==> src/rtl/counter_mod_prog.sv <==
// Programmable modulo counter: runtime modulus, direction, match value and
// one-shot/continuous terminal mode, with parallel load and optional restart gap.
module counter_mod_prog #(
    parameter int N      = 8,
    parameter int GAP_EN = 1
) (
    input  logic         clk,
    input  logic         reset,
    input  logic         start,
    input  logic         stop,
    input  logic         en,
    input  logic         up_dn,
    input  logic         oneshot,
    input  logic         load,
    input  logic [N-1:0] load_val,
    input  logic [N-1:0] limit,
    input  logic [N-1:0] match_val,
    output logic [N-1:0] count,
    output logic         wrap,
    output logic         match,
    output logic         done,
    output logic         busy
);

    typedef enum logic [1:0] {
        ST_IDLE = 2'd0,
        ST_RUN  = 2'd1,
        ST_GAP  = 2'd2,
        ST_DONE = 2'd3
    } state_t;

    state_t       state_r;
    state_t       state_s;
    logic [N-1:0] count_r;
    logic [N-1:0] count_s;
    logic         wrap_r;
    logic         wrap_s;
    logic [N-1:0] reload_s;
    logic         terminal_s;

    // A load can never place the count outside the programmed range.
    function automatic logic [N-1:0] clamp_to_limit(input logic [N-1:0] val,
                                                    input logic [N-1:0] lim);
        return (val > lim) ? lim : val;
    endfunction

    assign reload_s   = up_dn ? {N{1'b0}} : limit;
    assign terminal_s = up_dn ? (count_r >= limit) : (count_r == {N{1'b0}});

    // Next-state, next-count and wrap decode; stop outranks load outranks start/en.
    always_comb begin
        state_s = state_r;
        count_s = count_r;
        wrap_s  = 1'b0;
        if (stop) begin
            state_s = ST_IDLE;
            count_s = {N{1'b0}};
        end else begin
            case (state_r)
                ST_IDLE: begin
                    if (start) begin
                        state_s = ST_RUN;
                        count_s = reload_s;
                    end else begin
                        count_s = {N{1'b0}};
                    end
                end
                ST_RUN: begin
                    if (load) begin
                        count_s = clamp_to_limit(load_val, limit);
                    end else if (en) begin
                        if (terminal_s) begin
                            wrap_s = 1'b1;
                            if (oneshot) begin
                                state_s = ST_DONE;
                            end else begin
                                count_s = reload_s;
                                state_s = (GAP_EN != 0) ? ST_GAP : ST_RUN;
                            end
                        end else if (up_dn) begin
                            count_s = count_r + {{(N-1){1'b0}}, 1'b1};
                        end else begin
                            count_s = count_r - {{(N-1){1'b0}}, 1'b1};
                        end
                    end else begin
                        count_s = count_r;
                    end
                end
                ST_GAP: begin
                    state_s = ST_RUN;
                    if (load) begin
                        count_s = clamp_to_limit(load_val, limit);
                    end else begin
                        count_s = count_r;
                    end
                end
                ST_DONE: begin
                    if (start) begin
                        state_s = ST_RUN;
                        count_s = reload_s;
                    end else begin
                        count_s = count_r;
                    end
                end
                default: begin
                    state_s = ST_IDLE;
                    count_s = {N{1'b0}};
                end
            endcase
        end
    end

    // State, count and wrap registers.
    always_ff @(posedge clk or negedge reset) begin
        if (!reset) begin
            state_r <= ST_IDLE;
            count_r <= {N{1'b0}};
            wrap_r  <= 1'b0;
        end else begin
            state_r <= state_s;
            count_r <= count_s;
            wrap_r  <= wrap_s;
        end
    end

    assign count = count_r;
    assign wrap  = wrap_r;
    assign match = (count_r == match_val) && (state_r != ST_IDLE);
    assign done  = (state_r == ST_DONE);
    assign busy  = (state_r == ST_RUN) || (state_r == ST_GAP);

endmodule

==> config.mk <==
export PLATFORM = sky130hd
export DESIGN_NAME = counter_mod_prog
export DESIGN_NICKNAME = d
export VERILOG_FILES = /design/src/rtl/counter_mod_prog.sv
export SDC_FILE = /design/constraint.sdc
export NUM_CORES = 1
export LEC_CHECK = 0
export ABC_AREA = 1
export BUFFER_PORTS_ARGS = -buffer_cell sky130_fd_sc_hd__buf_4
export CAP_MARGIN = 20
export CORE_MARGIN = 8
export CORE_UTILIZATION = 40
export DETAILED_ROUTE_END_ITERATION = 8
export GPL_ROUTABILITY_DRIVEN = 0
export PLACE_DENSITY = 0.6
export SLEW_MARGIN = 40
export SYNTH_ARGS = -nofsm -noshare
export SYNTH_HDL_FRONTEND = slang
export SYNTH_SLANG_ARGS = --single-unit
==> constraint.sdc <==
create_clock -name clk -period 2.2 [get_ports clk]
set_input_delay 0.33 -clock clk [delete_from_list [all_inputs] [get_ports clk]]
set_output_delay 0.33 -clock clk [all_outputs]
set_load 0.01 [all_outputs]
==> results of run 1 <==
==> critical path: cells and delay by family, from the launching register on <==
family / cells / cell delay, ps
AOI/OAI and AO/OA: 1 / 210
adders and majority gates: 1 / 350
buffers and inverters: 3 / 270
DFF: 1 / 430
and+or+nand+nor: 9 / 630
==> what timing repair did <==
| item | in CTS | in global routing |
|---|---|---|
| resized for setup | 0 | 6 |
| setup endpoints to repair | 0 | 7 |
| hold buffers | 1 | 0 |
| hold endpoints to repair | 11 | 0 |
==> kinds of logic after synthesis <==
| family | count (synthesis) |
|---|---|
| AOI/OAI and AO/OA | 41 |
| adders and majority gates | 29 |
| buffers and inverters | 93 |
| xor gates and xnor gates | 11 |
| DFF | 11 |
| and+or+nand+nor | 204 |
==> flip-flops by register name (all words and copies together), names as in the netlist <==
name,flops
count,8
state_r,2
wrap,1
==> metrics by stage <==
step	cell area, µm²	instances
2_1_floorplan	2310	389
3_3_place_gp	2740	507
3_5_place_dp	2740	507
4_1_cts	2800	512
5_1_grt	2820	512
6_report	2820	512
==> power groups by stage <==
stage | combinational [mW] | clock [mW] | sequential [mW]
2_1_floorplan | 1.67 | 0 | 0.476
3_3_place_gp | 2.48 | 0 | 0.445
3_5_place_dp | 2.50 | 0 | 0.445
4_1_cts | 2.51 | 0.207 | 0.444
5_1_grt | 2.88 | 0.218 | 0.461
6_report | 2.53 | 0.200 | 0.446
==> metal layers <==
layer / up-vias / part of all wire [%] / track usage (%)
li1: 1307 / - / -
met1: 1114 / 48 / 21.6
met2: 55 / 47 / 29.1
met3: 4 / 4.4 / 2.61
met4: 0 / 0.61 / 2.82
met5: - / 0 / 0
==> final timing paths <==
check | from | endpoint | slack (ps) | depth (start not counted)
hold / removal | stop | state_r[1] | 370 | 4
hold reg to reg | state_r[1] | state_r[1] | 550 | 2
setup reg to reg | count[5] | count[7] | 190 | 14
min in group asynchronous | reset | count[1] | 460 | 2
setup / recovery | count[5] | count[7] | 190 | 14
max in group asynchronous | reset | count[2] | 1580 | 2
==> cell type report <==
class	instances	area [µm²]
fill	618	2720
multi-input combinational	285	1680
timing repair buffer	53	400
inverter	87	327
sequential	11	279
tap	72	90.1
clock buffer	4	45.0
==> cell usage in the layout (no fill, tap or decap), drive strengths merged, types with 2 or more instances in the layout <==
| cell | netlist | routed |
|---|---|---|
| o21ai | 24 | 24 |
| a21oi | 11 | 11 |
| xnor2 | 5 | 5 |
| nor3 | 2 | 2 |
| buf | 6 | 52 |
| xor2 | 6 | 6 |
| inv | 87 | 87 |
| nand3 | 41 | 41 |
| clkbuf | 0 | 4 |
| nor2 | 28 | 28 |
| nand2 | 124 | 124 |
| ha | 28 | 28 |
| dfrtp | 11 | 11 |
| a21o | 2 | 2 |
| nand4 | 6 | 6 |
==> impl_metrics.yaml, run 1 <==
yosys:
  synthFlopType: "dfrtp_1"
  synth-seq-area-share_pct: 11.9
  synth_area_leader_cell: "nand2_1"
  synthDominantCellAreaShare_pct: 18.0
  synth_top_family_by_area: "simple AND/OR/NAND/NOR gates"
  synth_cell_types: 32
  avgSynthCellArea_um2: 5.93
  synth_adder_area_share_pct: 16.0
  synthXorXnorAreaFrac_pct: 4.17
  postSynthCellCount: 389
  synth_area_leaders: "nand2_1 (18%), ha_1 (15%), inv_1 (14%)"
  muxShareOfSynthArea_pct: 0
  async_flop_share_pct: 100
  synth-edff-count: 0
  syn-num-nets: 450
  synth_common_cells: "nand2_1 (111), inv_1 (86), nand3_1 (38), ha_1 (28), nor2_1 (27)"
  yosysMostFrequentCell: "nand2_1"
  syn_area_um2: 2310
  synth_compound_area_share_pct: 9.86
  yosys.area_share.simple_pct: 41.9
  synth_seq_cells: 11
  ys_warn_count: 0
worst_setup_path:
  slowest_delay_ps: 430
  crit_top_cell: "nand2_1"
  path_class: "reg -> reg"
  required_ps: 2330
  critPathMaxFanout: 5
  cp_cell_sequence: "buf_4 > ha_1 > nand2_1 > inv_1 > a21oi_1 > nand3b_1 > nand2_1 > inv_1 > nand3_1 > nand2_1 > nand3_1 > nand2_1 > nand2_1 > nand2_1"
  arrival_ps: 2140
  cp-start-kind: "register"
  end_kind: "register"
  slowest_stage: "dfrtp_1"
timing:
  finalHoldViolCount: 0
  finalSetupViolations: 0
  fmax_ghz: 0.497
  tightestPinTransition_ps: 411
  fin_skew_ps: 0.953
  drv_slew: 0
  setup_tns_ps: 0
  fin_crit_sh_pct: 91.5
  worst_slack_ps: 188
  rsz0062_at_grt: "no"
  hold_ws_ps: 372
  min_period_ps: 2010
  max_slew_margin_pct: 72.6
power_and_ir_drop:
  combinationalPowerShare_pct: 79.7
  leakage_nw: 1.73
  p_sw_share_pct: 54.7
  p_clk_share_pct: 6.3
  pwr-share-seq_pct: 14.1
  power_switching_mw: 1.73
  peakVddDrop_mv: 0.570
  finalPower_mw: 3.17
  p_int_mw: 1.44
  powerDensity_nw_per_um2: 1130
routing:
  first_pass_iters: 4
  dr_total_vias: 2480
  ant_nets: 0
  post_drt_wl_per_cell_um: 13.5
  drtIter0Drc: 91
  vias_per_cell: 4.84
  wl_um: 6920
  drcViolationCount: 0
cts:
  numClockSinks: 11
  post_cts_buffers: 0
  clk_latency_ps: 230
  cts_buffers: 3
  cts.clk_slew.worst_paths_ps: 50
  cts_max_level: 1
  cts_buffer_depth: 2
  cts-root-buf: "clkbuf_8"
  cts_tree: "done"
global_route:
  grt_remaining_overflow: 0
  grt_pass1_vias: 2510
  grt_start_max_net_pins: 18
  track_usage_pct: 16.8
  antenna_found_initial: 0
  grt_first_pass_wirelength_um: 12000
layout:
  drive_gt1_share_pct: 19.3
  syn_to_final_growth_pct: 22.0
  diodes: 0
  nets: 502
  post-route-util_pct: 50.8
place:
  dp_hpwl_um: 5770
  place_ws_ps: 187
  port_buffers: 43
floorplanning:
  die_w_um: 92.0
  start_util_pct: 41.7
  fp.dieArea_um2: 8460
  rows: 27
  dieHeight_um: 92.0
  ioPinCount: 44
  core_area_um2: 5540
outcome:
  status: "complete, no violations"
flow_run:
  drv_cap: 0
hold_path:
  hold_path_class: "in -> reg"
(Power assumes the default switching activity.)
==> inputs of run 2 (changes only) <==
Settings changed: CORE_ASPECT_RATIO from default to 1.1, CORE_UTILIZATION 40 to 57, PLACE_DENSITY 0.6 to 0.81, SLEW_MARGIN 40 to default.
==> impl_metrics.yaml, run 2 (synthesized netlist as in run 1, its figures left out) <==
outcome:
  status: "complete, no violations"
power_and_ir_drop:
  p_sw_share_pct: 54.4
  power_switching_mw: 1.72
  combinationalPowerShare_pct: 80.6
  p_int_mw: 1.44
  peakVddDrop_mv: 0.451
  p_clk_share_pct: 6.4
  powerDensity_nw_per_um2: 1140
  pwr-share-seq_pct: 13.1
  leakage_nw: 1.73
cts:
  cts_max_level: 1
  post_cts_buffers: 0
  cts.clk_slew.worst_paths_ps: 50
  clk_latency_ps: 240
  cts_buffer_depth: 2
  cts_buffers: 3
  cts_tree: "done"
  numClockSinks: 11
  cts-root-buf: "clkbuf_8"
routing:
  post_drt_wl_per_cell_um: 13.2
  dr_total_vias: 2602
  vias_per_cell: 5.29
  wl_um: 6510
  drtIter0Drc: 150
  drcViolationCount: 0
  first_pass_iters: 4
  ant_nets: 0
timing:
  min_period_ps: 2020
  max_slew_margin_pct: 75.4
  tightestPinTransition_ps: 369
  fin_crit_sh_pct: 91.9
  fin_skew_ps: 9.42
  finalSetupViolations: 0
  finalHoldViolCount: 0
  fmax_ghz: 0.495
  drv_slew: 0
  setup_tns_ps: 0
  rsz0062_at_grt: "no"
floorplanning:
  rows: 24
  ioPinCount: 44
  core_area_um2: 3930
  die_w_um: 76.7
  fp.dieArea_um2: 6340
  start_util_pct: 58.7
  dieHeight_um: 82.7
layout:
  syn_to_final_growth_pct: 20.2
  largest_register_ff_count: 8
  diodes: 0
  nets: 502
  fillers: 375
  final_common_cell: "nand2_1"
  fin_area_um2: 2780
  drive_gt1_share_pct: 18.4
  final_cell_mix: "nand2_1 (111), inv_1 (86), buf_4 (52)"
hold_path:
  hold_path_class: "in -> reg"
worst_setup_path:
  path_class: "reg -> reg"
  critPathMaxFanout: 5
  end_kind: "register"
  arrival_ps: 2160
  required_ps: 2340
  cp-start-kind: "register"
place:
  dp_hpwl_um: 5520
  port_buffers: 43
  dpl_cell_area_um2: 2720
global_route:
  grt_pass1_vias: 2480
  grt_remaining_overflow: 0
  grt_start_max_net_pins: 18
  antenna_found_initial: 0
  track_usage_pct: 21.0
  grt_first_pass_wirelength_um: 11100
flow_run:
  drv_cap: 0
## run 2: changes by cell type in the layout (fill, tap and decap cells not counted), sizes merged
cell    delta
clkbuf     -1
clkinv     +1
## run 2: power groups by stage
stage                     combinational, mW  clock (mW)  sequential [mW]
after floorplan                        1.67           0            0.476
after global placement                 2.45           0            0.412
after detailed placement               2.50           0            0.415
after CTS                              2.51       0.205            0.412
after global routing                   2.87       0.217            0.423
final                                  2.54       0.202            0.412
## run 2: per-layer routing
metal,part of all wire (%),track usage [%],vias up,routed length [µm]
li1,-,-,1313,-
met1,43,24.1,1195,2780
met2,49,39.5,79,3210
met3,5.3,2.81,15,346
met4,2.6,7.50,0,172
met5,0,0,-,0
## run 2: cell type report
cell class	count	area, µm²	area share, %
multi-input combinational	285	1660	59.9
timing repair buffer	53	400	14.4
inverter	87	327	11.8
sequential	11	275	9.92
tap	52	65.1	2.34
clock buffer	3	41.3	1.49
clock inverter	1	5.00	0.180
## run 2: worst paths after layout
check	start	endpoint	slack (ps)	cells past startpoint
worst max-delay path	count[6]	count[7]	180	14
worst min-delay path	en	wrap	380	3
worst max register to register	count[6]	count[7]	180	14
worst min register to register	state_r[1]	state_r[1]	580	2
max in group asynchronous	reset	count[1]	1590	2
min in group asynchronous	reset	state_r[1]	460	2
## run 2: worst max-delay path, stage by stage, from the launching register on
cell	delay (ps)
dfrtp_1	410
buf_4	180
ha_1	330
nand2_1	110
inv_1	40
a21oi_1	210
nand3b_1	110
nand2_1	90
inv_1	40
nand3_1	70
nand2_1	70
nand3_1	70
nand2_1	60
nand2_1	80
nand2_1	50
## run 2: stage by stage
step | power [mW] | setup WS (ps) | std cells | hold WS [ps] | util [%]
CTS | 3.13 | 208 | 492 | 368 | 70.5
finish | 3.16 | 178 | 492 | 377 | 70.5
global route | 3.51 | 8.61 | 492 | 379 | 70.5
global placement | 2.86 | 99.2 | 487 | 166 | 69.1
floorplan | 2.14 | 370 | 389 | 34.4 | -
detailed placement | 2.91 | 90.7 | 487 | 167 | 69.1
## run 2: timing repair
item,in CTS,in global routing
hold endpoints to repair,11,0
hold buffers,1,0
resized for setup,0,0
==> inputs of run 3 (changes only) <==
--- a/config.mk
+++ b/config.mk
@@ -15,3 +15,3 @@
 export GPL_ROUTABILITY_DRIVEN = 0
-export PLACE_DENSITY = 0.81
+export PLACE_DENSITY_LB_ADDON = 0.3
 export SYNTH_ARGS = -nofsm -noshare
--- a/constraint.sdc
+++ b/constraint.sdc
@@ -3,2 +3,2 @@
 set_output_delay 0.33 -clock clk [all_outputs]
-set_load 0.01 [all_outputs]
+set_load 0.05 [all_outputs]
==> impl_metrics.yaml, run 3 (synthesized netlist as in run 1, its figures left out) <==
layout:
  diodes: 0
  fillers: 379
  syn_to_final_growth_pct: 19.8
  fin_area_um2: 2770
  nets: 501
  final_cell_mix: "nand2_1 (111), inv_1 (86), buf_4 (51)"
  drive_gt1_share_pct: 18.0
  largest_register_ff_count: 8
  final_common_cell: "nand2_1"
worst_setup_path:
  cp-start-kind: "register"
  crit_top_cell: "buf_4"
  critPathMaxFanout: 4
  path_class: "reg -> out"
  cp_cell_sequence: "buf_4 > xor2_1 > nor4_1 > nand4_1 > nor2_1 > buf_4"
  arrival_ps: 1730
  required_ps: 1870
  slowest_delay_ps: 420
  rrSetupSlack_ps: 160
  end_kind: "output pin"
  slowest_stage: "dfrtp_1"
power_and_ir_drop:
  powerDensity_nw_per_um2: 1250
  peakVddDrop_mv: 0.467
  leakage_nw: 1.72
outcome:
  status: "complete, no violations"
timing:
  finalSetupViolations: 0
  fin_crit_sh_pct: 93.6
  tightestPinTransition_ps: 368
  drv_slew: 0
  fin_skew_ps: 3.41
  fmax_ghz: 0.485
  setup_tns_ps: 0
  finalHoldViolCount: 0
  max_slew_margin_pct: 75.4
  min_period_ps: 2060
  rsz0062_at_grt: "no"
routing:
  drcViolationCount: 0
  first_pass_iters: 5
  ant_nets: 0
  dr_total_vias: 2575
  vias_per_cell: 5.24
  wl_um: 6610
  drtIter0Drc: 143
  post_drt_wl_per_cell_um: 13.5
global_route:
  grt_pass1_vias: 2433
  grt_start_max_net_pins: 18
  antenna_found_initial: 0
  grt_first_pass_wirelength_um: 11200
  grt_remaining_overflow: 0
  track_usage_pct: 21.3
cts:
  cts_resized: 0
  cts.clk_slew.worst_paths_ps: 50
  cts_max_level: 1
  cts-root-buf: "clkbuf_8"
  cts_buffers: 3
  clk_latency_ps: 240
  cts_buffer_depth: 2
  cts_tree: "done"
  numClockSinks: 11
flow_run:
  drv_cap: 0
floorplanning:
  dieHeight_um: 82.7
  start_util_pct: 58.7
  die_w_um: 76.7
  fp.dieArea_um2: 6340
  core_area_um2: 3930
  rows: 24
  ioPinCount: 44
hold_path:
  hold_path_class: "in -> reg"
place:
  dpl_cell_area_um2: 2710
  port_buffers: 43
  dp_hpwl_um: 5570
[run 3: cell types whose count changed in the layout (fill, tap and decap cells not counted)]
cell | previous run | this run
clkbuf_1 | 0 | 1
clkinv_2 | 1 | 0
buf_4 | 52 | 51
[run 3: layout make-up]
class	count	area (µm²)	share of cell area, %
well taps	52	65.1	2.35
clock buffers	4	45.0	1.63
repair buffers	52	393	14.2
inverters	87	327	11.8
flip-flops and latches	11	275	9.95
multi-input cells	285	1660	60.1
[run 3: what timing repair did]
action,4_1_cts,5_1_grt
hold buffers,1,0
endpoints found under the hold margin,11,0
setup buffers,0,0
[run 3: metrics by stage]
stage	power, mW	hold WS (ps)	utilization (%)	worst slack, ps	std cells
after floorplan	2.44	34.4	-	10.2	389
after global placement	3.15	164	68.9	121	486
after detailed placement	3.21	168	68.9	92.6	486
after CTS	3.43	377	70.3	142	491
after global routing	3.79	399	70.3	37.8	491
final	3.47	383	70.3	140	491
[run 3: path summary, 6_finish.rpt]
path	start	endpoint	cells after the start
worst max-delay path	count[2]	match	6
worst min-delay path	stop	state_r[0]	4
worst min register to register	count[5]	count[5]	2
min in group asynchronous	reset	count[2]	2
worst max register to register	count[5]	count[7]	15
max in group asynchronous	reset	wrap	2
[run 3: where the power goes]
group | leakage (nW) | internal (mW) | switching, mW | total (mW)
Sequential | 0.146 | 0.294 | 0.123 | 0.417
Clock | 0.0228 | 0.127 | 0.0699 | 0.197
Combinational | 1.55 | 1.02 | 1.84 | 2.86
[run 3: layer usage]
layer / share of wire (%) / up-vias / GRT usage, %
met5: 0 / - / 0
met4: 1.6 / 0 / 5.96
met3: 5.9 / 10 / 2.27
met2: 49 / 101 / 40.1
met1: 43 / 1159 / 25.1
li1: - / 1305 / -
[run 3: worst max-delay path, delay by kind of cell (launching register included)]
| kind | cells | cell delay (ps) |
|---|---|---|
| flip-flops | 1 | 420 |
| AND/OR/NAND/NOR | 3 | 540 |
| buffers and inverters | 2 | 380 |
| XOR/XNOR | 1 | 160 |
